$ cat config.mk
export PLATFORM = sky130hd
export DESIGN_NAME = mem_arbiter
export DESIGN_NICKNAME = d
export VERILOG_FILES = /design/src/rtl/arm_pkg.sv /design/src/rtl/mem_arbiter.sv
export SDC_FILE = /design/constraint.sdc
export NUM_CORES = 1
export LEC_CHECK = 0
export ABC_AREA = 1
export BUFFER_PORTS_ARGS = -buffer_cell sky130_fd_sc_hd__buf_2
export CAP_MARGIN = 20
export CORE_MARGIN = 8
export CORE_UTILIZATION = 40
export CTS_CLUSTER_SIZE = 14
export DETAILED_ROUTE_END_ITERATION = 8
export PLACE_DENSITY = 0.69
export SYNTH_ARGS = -nofsm -noshare
export SYNTH_HDL_FRONTEND = slang
export SYNTH_SLANG_ARGS = --single-unit
$ cat constraint.sdc
create_clock -name clk -period 5.5 [get_ports clk]
set_input_delay 1.1 -clock clk [delete_from_list [all_inputs] [get_ports clk]]
set_output_delay 1.1 -clock clk [all_outputs]
set_load 0.05 [all_outputs]
$ cat src/rtl/arm_pkg.sv
// Shared definitions for the memory arbiter: FSM state encoding and width defaults.
package arm_pkg;

    localparam int unsigned AddrWidthDefault = 32;
    localparam int unsigned DataWidthDefault = 32;

    typedef enum logic [1:0] {
        StIdle  = 2'b00,
        StBusyI = 2'b01,
        StBusyD = 2'b10
    } arb_state_t;

endpackage

$ cat src/rtl/mem_arbiter.sv
// Arbiter sharing one single-port memory between instruction fetch and data access.
// Data has priority; a bounded streak counter lets a waiting fetch through.
module mem_arbiter
    import arm_pkg::*;
#(
    parameter int unsigned AW          = AddrWidthDefault,
    parameter int unsigned DW          = DataWidthDefault,
    parameter int unsigned MAX_DSTREAK = 4
) (
    input  logic          clk,
    input  logic          reset,
    input  logic          IReq,
    input  logic [AW-1:0] IAddr,
    output logic          IReady,
    output logic [DW-1:0] IRData,
    input  logic          DReq,
    input  logic          DWe,
    input  logic [AW-1:0] DAddr,
    input  logic [DW-1:0] DWData,
    output logic          DReady,
    output logic [DW-1:0] DRData,
    output logic          MemReq,
    output logic          MemWe,
    output logic [AW-1:0] MemAddr,
    output logic [DW-1:0] MemWData,
    input  logic [DW-1:0] MemRData,
    input  logic          MemReady,
    output logic          StallF,
    output logic          StallM
);

    localparam logic [2:0] StreakMax = 3'(MAX_DSTREAK);

    arb_state_t    state_q, state_d;
    logic [2:0]    streak_q, streak_d;
    logic          mem_req_q, mem_req_d;
    logic          mem_we_q, mem_we_d;
    logic [AW-1:0] mem_addr_q, mem_addr_d;
    logic [DW-1:0] mem_wdata_q, mem_wdata_d;
    logic [DW-1:0] irdata_q, irdata_d;
    logic [DW-1:0] drdata_q, drdata_d;

    // Next-state, grant decision and completion handshake.
    always_comb begin
        state_d     = state_q;
        streak_d    = streak_q;
        mem_req_d   = mem_req_q;
        mem_we_d    = mem_we_q;
        mem_addr_d  = mem_addr_q;
        mem_wdata_d = mem_wdata_q;
        irdata_d    = irdata_q;
        drdata_d    = drdata_q;
        IReady      = 1'b0;
        DReady      = 1'b0;
        IRData      = irdata_q;
        DRData      = drdata_q;

        unique case (state_q)
            StIdle: begin
                // A saturated streak with a waiting fetch hands the slot to the fetch.
                if (DReq && !(IReq && streak_q == StreakMax)) begin
                    state_d     = StBusyD;
                    mem_req_d   = 1'b1;
                    mem_we_d    = DWe;
                    mem_addr_d  = DAddr;
                    mem_wdata_d = DWData;
                    if (!IReq) begin
                        streak_d = 3'd0;
                    end else if (streak_q != StreakMax) begin
                        streak_d = streak_q + 3'd1;
                    end
                end else if (IReq) begin
                    state_d     = StBusyI;
                    mem_req_d   = 1'b1;
                    mem_we_d    = 1'b0;
                    mem_addr_d  = IAddr;
                    mem_wdata_d = '0;
                    streak_d    = 3'd0;
                end
            end
            StBusyI: begin
                if (MemReady) begin
                    IReady    = 1'b1;
                    IRData    = MemRData;
                    irdata_d  = MemRData;
                    mem_req_d = 1'b0;
                    state_d   = StIdle;
                end
            end
            StBusyD: begin
                if (MemReady) begin
                    DReady    = 1'b1;
                    DRData    = MemRData;
                    drdata_d  = MemRData;
                    mem_req_d = 1'b0;
                    state_d   = StIdle;
                end
            end
            default: state_d = StIdle;
        endcase
    end

    // State, streak, memory-side and capture registers with async reset.
    always_ff @(posedge clk or posedge reset) begin
        if (reset) begin
            state_q     <= StIdle;
            streak_q    <= 3'd0;
            mem_req_q   <= 1'b0;
            mem_we_q    <= 1'b0;
            mem_addr_q  <= '0;
            mem_wdata_q <= '0;
            irdata_q    <= '0;
            drdata_q    <= '0;
        end else begin
            state_q     <= state_d;
            streak_q    <= streak_d;
            mem_req_q   <= mem_req_d;
            mem_we_q    <= mem_we_d;
            mem_addr_q  <= mem_addr_d;
            mem_wdata_q <= mem_wdata_d;
            irdata_q    <= irdata_d;
            drdata_q    <= drdata_d;
        end
    end

    assign MemReq   = mem_req_q;
    assign MemWe    = mem_we_q;
    assign MemAddr  = mem_addr_q;
    assign MemWData = mem_wdata_q;
    assign StallF   = IReq & ~IReady;
    assign StallM   = DReq & ~DReady;

endmodule
[Word level (Yosys, flattened, before mapping)]
Index checks and enable logic that the tools add are counted.
Storage, ports and cells
  register bits after elaboration: 135
  input port bits: 134
  output and inout port bits: 134
  word-level logic and storage cells: 56
Cells by class
  $add $sub $neg: 1
  eq/ne operators: 7
  multiplexer cells: 25
  bitwise operators: 4
  reduce and logical (&&, ||, !) cells: 11
Operator list (count)
  $mux 32: 8
  $mux 3: 4
  $mux 1: 8
  $mux 2: 3
  $ne 3x3->1 const B: 2
  $reduce_and 3->1: 2
  $pmux 2 s2: 1
  $reduce_and 2->1: 2
  $reduce_bool 2->1: 2
  $add 3x1->3 const B: 1
  $eq 3x3->1 const B: 1
  $ne 3x2->1 const B: 1
  $and 1x1->1: 2
  $eq 2x1->1 const B: 1
  $eq 2x2->1 const B: 1
  $logic_and 1x1->1: 2
  $logic_not 2->1: 1
  $ne 2x1->1 const B: 1
  $not 1->1: 2
  $pmux 1 s2: 1
  $reduce_or 2->1: 1
  $logic_not 1->1: 1

[Logic depth before layout (Yosys ltp)]
  word-level depth: 6
  depth in mapped cells: 9
  mapped depth without buffers: 8

[Worst setup path before layout]
No wires, ideal clock.
  path type: input port to output port
  start: in MemReady
  end: out IRData[14]
  arrival time: 2.644 ns
  data required time: 4.400 ns
  setup slack: 1.756 ns
  stages: 4
  path buffers: 2
  cell sequence: nand2_1 buf_2 buf_1 o21ai_0
Between the ends
  cells in the longest elaborated chain, start to end: 2
Ends and longest elaborated chain
  from (decl): line mem_arbiter.sv:27  | input logic MemReady,
  $mux 32: line mem_arbiter.sv:82  | if (MemReady) begin
  $mux 32: line mem_arbiter.sv:58  | unique case (state_q)
  to (decl): line mem_arbiter.sv:15  | output logic [DW-1:0] IRData,
No other way between the ends.

[Final worst setup path]
  start: in MemReady
  end: out DRData[15]
Between the ends
  cells in the longest elaborated chain, start to end: 2
Ends and longest elaborated chain
  $mux 32: line mem_arbiter.sv:91  | if (MemReady) begin
  $mux 32: line mem_arbiter.sv:58
  to (decl): line mem_arbiter.sv:21  | output logic [DW-1:0] DRData,
No other way between the ends.

==> metrics.md <==
| Metric | Value |
|---|---|
| Hold WS | 0.466 ns |
| Fin area | 0.00787 mm2 |
| Clock Sinks | 135 |
| Placed cells | 1,133 |
| Die Ht | 138 um |
| Final worst path period share | 0.669 |
| Critical Path Start | MemReady |
| Post-synthesis xor/xnor area fraction | 0 |
| Total CTS buffers | 17 |
| Initial antenna violation count | 0 |
| Drt pass-1 iters | 4 |
| Crit path launch type | input port |
| Layout area overhead | 33.2% |
| Final slew viol count | 0 |
| Post_cts resized | 0 |
| Fin cells | 1,164 |
| Layout cell share with drive strength beyond 1 | 0.318 |
| Placeable Area | 0.0145 mm2 |
| GR Overflow Total | 0 |
| Crit path DAT | 2.58 ns |
| Row count | 44 |
| Critical R2R Capture | MemWData[11] |
| Worst reg2reg setup slack | 2.56 ns |
| Drt wl/cell | 14.7 um |
| FF-to-FF Start | streak_q[0] |
| Post-synthesis cell type count | 17 |
| CTS tree | built |
| Clock skew | 0.00533 ns |
| Clock transition at path regs | 0.05 ns |
| RSZ-0062 raised after global routing | false |
| I/O Pins | 268 |
| # Max-Cap Violations | 0 |
| Mux contribution to synthesized area | 0 |
| Tot GR Track Use | 0.181 |
| Area contributors post-synth | dfrtp_1 57%, nand2_1 16%, nand3_1 8.6%, inv_1 6.9%, o21ai_0 5.4% |
| Achievable frequency | 272 MHz |
| Commonest non-fill, non-tap cell in the layout | buf_2 |
| N_diodes | 0 |
| Synth top area share | 0.572 |
| Slew headroom | 0.487 |
| Hold path depth | 2 |
| Syn Area/Cell | 8.21 um2 |
| Initial Utilization | 0.408 |
| Slew @ Worst Pin | 0.769 ns |
| Status | finished, final reports clean |
| Area leader, netlist | dfrtp_1 |
| Syn nets | 858 |
| Largest net degree at the start of global routing | 81 |
| # fillers | 1,420 |
| Cells after synthesis | 719 |
| Die Span X | 138 um |
| Ys Warns | 0 |
| Sequential-to-total area share from yosys stat | 0.572 |
| GPL Wtd Cong | 0.798 |
| Total die area | 0.0189 mm2 |
| PortBufs | 267 |
| Most frequent cells in the layout | 267 x buf_2, 247 x nand2_1, 135 x dfrtp_1 |
| H-tree lvl count | 4 |
| HP Class | reg2reg |
| Largest family of logic cells by synthesized area | simple AND/OR/NAND/NOR gates |
| DP Area | 0.00730 mm2 |
| Post-synth design cell area | 0.00591 mm2 |
| Setup violations, final | 0 |
| Vias/cell | 4.60 |
| Longest Clk Path Bufs | 2 |
| Simple-gate share of the synthesized area | 0.256 |
| Global-route wire length before repair | 26,800 um |
| Initial DRC count | 320 |
| Cts hold-fix bufs | 0 |
| Vias post-DR | 5,353 |
| # nets final | 1,108 |
| DP Wirelength | 12,200 um |
| Post-Synth Adder-Cell Area | 0.0106 |
| WS Path Type | in2out |
| CP max FO | 42 |
| Final setup TNS | 0 ns |
| Vias in the first global route | 5,350 |
| Postcts setup bufs | 0 |
| Post-Route WL | 17,100 um |
| Yosys reg bits | 135 |
| R2R cell count | 7 |
| Critical path endpoint category | output pin |
| Routed Antenna Nets | 0 |
| Hold path startpoint | MemReq |
| Residual DRC count | 0 |
| Min Tclk post-route | 3.68 ns |
| Latest clock arrival within the worst-skew pair | 0.41 ns |
| Synth Area in Compound Gates | 0.0542 |
| Crit path required time | 4.40 ns |
| Root Driver | clkbuf_16 |
| Hold path endpoint | MemReq |
| Final hold vios | 0 |
-- routing by layer --
layer  share of wire  track usage
met3           0.098       0.0729
met4           0.011       0.0525
met5               0            0
met1            0.42        0.224
met2            0.47        0.284
-- worst max-delay path: stages --
cell and delay (ns):
buf_2 0.12, nand2_2 0.46, buf_4 0.35, nand2_1 0.07, o21ai_0 0.13, buf_2 0.33
-- layout make-up --
type | count | area (um2) | area share
clock buffers | 21 | 470 | 0.0598
clock inverters | 9 | 77.6 | 0.00986
inverters | 112 | 425 | 0.0541
multi-input cells | 431 | 1900 | 0.241
flip-flops and latches | 135 | 3380 | 0.430
well taps | 184 | 230 | 0.0293
repair buffers | 272 | 1390 | 0.176
-- synth_stat cells --
cell	count
nand2_2	2
nand3_1	101
clkbuf_1	18
nand4_1	2
inv_2	4
nand2_4	1
o21ai_0	64
buf_2	13
buf_1	3
nand3_2	1
nand2_1	249
dfrtp_1	135
buf_6	5
inv_1	108
buf_4	2
nor2_1	6
ha_1	5
-- worst max-delay path by stage --
| stage | cells past startpoint | slack (ns) | endpoint |
|---|---|---|---|
| after detailed placement | 4 | 1.74 | IRData[23] |
| after global routing | 6 | 1.56 | DRData[21] |
| final | 6 | 1.82 | DRData[15] |
| after floorplan | 1 | 0.79 | MemAddr[0] |
| after CTS | 4 | 1.74 | IRData[23] |
| after global placement | 4 | 1.78 | IRData[21] |
-- through the flow --
| step | util | setup WS (ns) |
|---|---|---|
| floorplan | - | 0.789 |
| global placement | 0.504 | 1.78 |
| detailed placement | 0.504 | 1.74 |
| CTS | 0.542 | 1.74 |
| global route | 0.543 | 1.56 |
| finish | 0.543 | 1.82 |
-- logic make-up after synthesis --
group / count (synthesis)
DFF: 135
adders and majority gates: 5
buffers and inverters: 153
and+or+nand+nor: 362
AOI/OAI and AO/OA: 64
-- registers in the layout, summed over array words and instances (netlist names) --
name	flops
state_q	2
MemReq	1
irdata_q	32
MemWData	32
MemWe	1
streak_q	3
MemAddr	32
drdata_q	32
Power is left out: the tool's default activity adds up to more than one toggle a clock period on the data nets, which glitch-free logic cannot reach.
